File: config.mk
export PLATFORM = sky130hd
export DESIGN_NAME = display_scroll_controller
export DESIGN_NICKNAME = d
export VERILOG_FILES = /design/src/rtl/display_scroll_controller_pkg.sv /design/src/rtl/display_scroll_controller_rise_detect.sv /design/src/rtl/display_scroll_controller.sv
export SDC_FILE = /design/constraint.sdc
export NUM_CORES = 1
export LEC_CHECK = 0
export BUFFER_PORTS_ARGS = -buffer_cell sky130_fd_sc_hd__buf_2
export CORE_UTILIZATION = 45
export DETAILED_ROUTE_END_ITERATION = 8
export GPL_TIMING_DRIVEN = 0
export PLACE_DENSITY = 0.6
export SETUP_SLACK_MARGIN = 0.3
export SYNTH_ARGS = -nofsm -noshare
export SYNTH_HDL_FRONTEND = slang
export SYNTH_HIERARCHICAL = 1
export SYNTH_SLANG_ARGS = --single-unit
File: constraint.sdc
create_clock -name clk -period 4 [get_ports clk]
set_input_delay 0.8 -clock clk [delete_from_list [all_inputs] [get_ports clk]]
set_output_delay 0.8 -clock clk [all_outputs]
set_load 0.02 [all_outputs]
File: src/rtl/display_scroll_controller_pkg.sv
// Shared constants and types for the seven-segment scroll controller.
package display_pkg;

  localparam int MSG_LEN = 16;
  localparam int PTR_W   = 4;
  localparam int NIB_W   = 4;

  // Controller operating mode; the encoding doubles as the FSM state value.
  typedef enum logic {
    MODE_MANUAL = 1'b0,
    MODE_AUTO   = 1'b1
  } mode_e;

  // Power-on message: nibble i holds value i, so the display starts at 0123.
  localparam logic [MSG_LEN*NIB_W-1:0] RESET_MSG = 64'hFEDC_BA98_7654_3210;

  // Nibble idx of the power-on message.
  function automatic logic [NIB_W-1:0] reset_nibble(input int idx);
    return RESET_MSG[idx*NIB_W +: NIB_W];
  endfunction

endpackage

File: src/rtl/display_scroll_controller_rise_detect.sv
// Rising-edge detector for an already-debounced button level.
// The history flop resets to 1 so a button held through reset release
// is not mistaken for a fresh press.
module rise_detect (
  input  logic clk,
  input  logic reset,
  input  logic level,
  output logic rise
);

  logic level_q;

  // Remember last cycle's level.
  always_ff @(posedge clk or posedge reset) begin
    if (reset) level_q <= 1'b1;
    else       level_q <= level;
  end

  assign rise = level & ~level_q;

endmodule

File: src/rtl/display_scroll_controller.sv
// Scroll controller: holds a 16-nibble message and presents a 4-nibble
// window of it to the LED driver. The window start (ptr) advances on a
// step-button press, or on a prescaled tick while in auto mode.
//
// Interface semantics: there is no valid/ready handshake here. load_en is
// a fire-and-forget write strobe, taken on every rising edge where it is
// high, with no back-pressure; advance is a one-cycle notification pulse
// that the consumer cannot stall.
//
// The FSM state is observable on auto_mode (1 = AUTO).
module display_scroll_controller
  import display_pkg::*;
#(
  parameter int TICK_DIV = 25_000_000
) (
  input  logic             clk,
  input  logic             reset,
  input  logic             btn_step,
  input  logic             btn_mode,
  input  logic             load_en,
  input  logic [PTR_W-1:0] load_addr,
  input  logic [NIB_W-1:0] load_data,
  output logic [15:0]      digits,
  output logic [PTR_W-1:0] ptr,
  output logic             auto_mode,
  output logic             advance
);

  localparam int CNT_W = (TICK_DIV > 1) ? $clog2(TICK_DIV) : 1;
  localparam logic [CNT_W-1:0] CNT_LAST = CNT_W'(TICK_DIV - 1);

  localparam logic [0:0] ST_MANUAL = MODE_MANUAL;
  localparam logic [0:0] ST_AUTO   = MODE_AUTO;

  logic             step_rise;
  logic             mode_rise;
  logic [0:0]       state, state_nxt;
  logic [CNT_W-1:0] tick_cnt, tick_cnt_nxt;
  logic [PTR_W-1:0] ptr_nxt;
  logic             adv_now;
  logic             terminal;
  logic [NIB_W-1:0] msg [MSG_LEN];
  logic [PTR_W-1:0] p1, p2, p3;

  rise_detect u_step_rise (
    .clk   (clk),
    .reset (reset),
    .level (btn_step),
    .rise  (step_rise)
  );

  rise_detect u_mode_rise (
    .clk   (clk),
    .reset (reset),
    .level (btn_mode),
    .rise  (mode_rise)
  );

  // Next-state logic: a step press and a terminal tick on the same edge
  // merge into a single advance; a mode press toggles state independently.
  always_comb begin
    terminal     = (state == ST_AUTO) && (tick_cnt == CNT_LAST);
    adv_now      = step_rise | terminal;
    state_nxt    = mode_rise ? ~state : state;
    ptr_nxt      = adv_now ? ptr + PTR_W'(1) : ptr;
    tick_cnt_nxt = tick_cnt;
    if (mode_rise)               tick_cnt_nxt = '0;
    else if (state == ST_MANUAL) tick_cnt_nxt = '0;
    else if (adv_now)            tick_cnt_nxt = '0;
    else                         tick_cnt_nxt = tick_cnt + CNT_W'(1);
  end

  // FSM, tick prescaler, window pointer and advance pulse registers.
  always_ff @(posedge clk or posedge reset) begin
    if (reset) begin
      state    <= ST_MANUAL;
      tick_cnt <= '0;
      ptr      <= '0;
      advance  <= 1'b0;
    end else begin
      state    <= state_nxt;
      tick_cnt <= tick_cnt_nxt;
      ptr      <= ptr_nxt;
      advance  <= adv_now;
    end
  end

  assign auto_mode = (state == ST_AUTO);

  // Message register file; writes are accepted in either mode.
  always_ff @(posedge clk or posedge reset) begin
    if (reset) begin
      for (int i = 0; i < MSG_LEN; i++) msg[i] <= reset_nibble(i);
    end else if (load_en) begin
      msg[load_addr] <= load_data;
    end
  end

  // Window indices wrap naturally in 4-bit arithmetic.
  always_comb begin
    p1 = ptr + PTR_W'(1);
    p2 = ptr + PTR_W'(2);
    p3 = ptr + PTR_W'(3);
  end

  // Registered display word, leftmost digit first.
  always_ff @(posedge clk or posedge reset) begin
    if (reset) digits <= 16'h0123;
    else       digits <= {msg[ptr], msg[p1], msg[p2], msg[p3]};
  end

endmodule

==> run_results.csv <==
group,metric,value,unit
detailed_routing,dr.pass1.iters,5,
worst_setup_path,critPathLaunchType,"flop",
synth,synth_top_area_frac,0.2826,
detailed_routing,wl_per_cell,21.97,um
synth,syn_nets,521,
power,leakage,3.112,nW
synth,ys_ff_latch,113,
timing,slew_headroom,0.4237,
worst_setup_path,reg2reg_slack,0.47,ns
worst_setup_path,regToRegStartpoint,"ptr[0]",
timing,slew_violations,0,
synth,ys_warn_count,6,
timing,clock_skew,0.008257,ns
floorplanning,row_count,44,
floorplanning,die_w,123.5,um
timing,rsz0062_at_grt,"false",
synth,async_flop_share,1.000,
clocking,cts_max_path_buffers,2,
global_routing,grt_use_total,0.2365,
placement,routabilityCongestion,0.8830,
timing,worstMarginPinSlew,0.8583,ns
power,ir_drop,461.0,uV
worst_setup_path,reg2reg_depth,11,
synth,synth_ff_type,"dfrtp_1",
clocking,cts_tree,"yes",
layout,drive_above_1_share,0.4401,
min_path,hp-class,"in2async",
global_routing,grt_pass1_vias,4576,
timing,tns,0,ns
timing,min_period,3.532,ns
clocking,post_cts_buffers,0,
detailed_routing,drtIter0Drc,346,
timing,fmax,0.2831,GHz
global_routing,grt_pass1_wl,25730,um
synth,syn_area,0.006640,mm2
synth,ys_types,45,
synth,synthTopCellsByCount,"dfrtp_1 (75), mux2_2 (64), mux4_2 (56)",
timing,layout_setup_ws,0.4682,ns
job,maxCapViolCount,0,
detailed_routing,wl,16520,um
worst_setup_path,required,4.31,ns
global_routing,antenna_found_initial,0,
floorplanning,ios,35,
layout,num_antenna_cells,0,
detailed_routing,detail-route-antenna-nets,0,
worst_setup_path,critPathMaxFanout,10,
worst_setup_path,arrival,3.84,ns
placement,dpl.hpwl,12150,um
clocking,numCtsBuffers,17,
synth,synth_edf_count,0,
floorplanning,dieHeight,123.5,um
global_routing,grt-ovfl-total,0,
detailed_routing,vias,4598,
detailed_routing,drc,0,
power,power_density,806.5,mW/mm2
timing,finalSetupViolCount,0,
floorplanning,initial_utilization,0.4586,
synth,seq_area_frac_synth,0.4330,
clocking,clkTransAtPathRegs,0.05,ns
synth,synth_area_per_cell,13.20,um2
synth,yosys.cell_count.top_type,"dfrtp_1",
placement,io_buffers,34,
clocking,htree_levels,4,
synth,synth_area_leaders,"dfrtp_1 (28%), mux4_2 (19%), dfstp_2 (15%)",
floorplanning,dieArea,0.01525,mm2
timing,hold_slack,0.4153,ns
timing,min_period_over_period,0.8829,
placement,pre_cts_ws,0.2627,ns
synth,yosys.area.top_type,"dfrtp_1",
detailed_routing,via_per_inst,6.114,
outcome,status,"finished clean",
worst_setup_path,path_class,"reg2reg",
floorplanning,fp.coreArea,0.01448,mm2
clocking,clkSinkCount,113,
clocking,insertion_delay,0.42,ns
timing,hold_viol,0,
clocking,cts_resized,1,
layout,area_delta_synth_final,15.26,%
worst_setup_path,worst_r2r_endpoint,"digits[0]",
clocking,postCtsHoldBufs,0,
worst_setup_path,cp-end-kind,"flop",
layout,final_nets,575,
clocking,cts-root-buf,"clkbuf_16",
synth,netlist_instances,503,
global_routing,grt_max_degree,62,
[report_power, final]
part	total, W	switching, W	internal [W]
logic	0.00293	0.00150	0.00143
clock network	0.00148	0.000500	0.000985
registers	0.00176	0.000263	0.00149
[through the flow]
step / std cells / cell area (um2) / power (W) / util
final: 752 / 7654 / 0.006173 / 0.5286
after global routing: 752 / 7654 / 0.006468 / 0.5286
after floorplan: 503 / 6640 / 0.003885 / -
after global placement: 721 / 7041 / 0.004639 / 0.4863
after detailed placement: 722 / 7071 / 0.004679 / 0.4883
after CTS: 752 / 7654 / 0.006189 / 0.5286
[routing by layer]
layer / up-vias / track usage / part of all wire
met1: 2372 / 0.3418 / 0.46
li1: 2026 / - / -
met4: 0 / 0.07154 / 0.014
met5: - / 0 / 0
met2: 179 / 0.3534 / 0.46
met3: 21 / 0.05443 / 0.069
[kinds of logic (layout without fill, tap and decap cells)]
kind of cell | count (synthesis) | in the layout | synth area share
buffers and inverters | 44 | 109 | 0.03241
AO/OA/AOI/OAI | 47 | 47 | 0.04447
multiplexers | 153 | 153 | 0.3482
XOR/XNOR | 23 | 23 | 0.03034
flip-flops | 113 | 113 | 0.4330
adder cells (fa/ha/maj) | 5 | 5 | 0.009422
AND/OR/NAND/NOR | 118 | 118 | 0.1021
[worst max-delay path, stage by stage, from the launching register on]
cell	delay [ns]
dfrtp_1	0.38
buf_2	0.24
buf_4	0.26
buf_2	0.31
buf_2	0.36
inv_1	0.09
ha_1	0.36
buf_2	0.31
clkbuf_2	0.36
mux4_2	0.38
mux2i_1	0.22
mux2i_1	0.16
[how the worst max path moves through the flow]
stage	startpoint	end	cells after the start
final	ptr[0]	digits[0]	11
after global routing	ptr[0]	digits[2]	11
after global placement	reset	msg[20]	2
after detailed placement	ptr[0]	digits[0]	11
after floorplan	reset	advance	1
after CTS	ptr[0]	digits[0]	11
[registers in the layout, indices dropped and copies added (netlist names)]
| register | flops |
|---|---|
| digits | 16 |
| u_mode_rise/level_q | 1 |
| advance | 1 |
| u_step_rise/level_q | 1 |
| tick_cnt | 25 |
| msg | 64 |
| ptr | 4 |
| auto_mode | 1 |
[layout make-up]
cell class                 count  area, um2
buffer                        32      171.4
inverter                      12      47.55
fill                        1254       6825
clock buffer                  24      501.7
timing repair buffer          35      197.7
clock inverter                 6      80.08
multi-input combinational    346       3550
sequential                   113       2875
tap                          184      230.2
[layout by cell type, fill, tap and decap left out, drive strengths merged, types with 10 or more instances in the layout]
cell type / netlist / routed
a211oi: 12 / 12
a21oi: 21 / 21
buf: 18 / 53
clkbuf: 14 / 38
dfrtp: 75 / 75
dfstp: 38 / 38
inv: 12 / 12
mux2: 64 / 64
mux2i: 33 / 33
mux4: 56 / 56
nand2: 13 / 13
nand4: 12 / 12
nor2: 27 / 27
nor2b: 13 / 13
or3: 10 / 10
xnor2: 13 / 13
xor2: 10 / 10
Power figures use the tool's default switching activity.
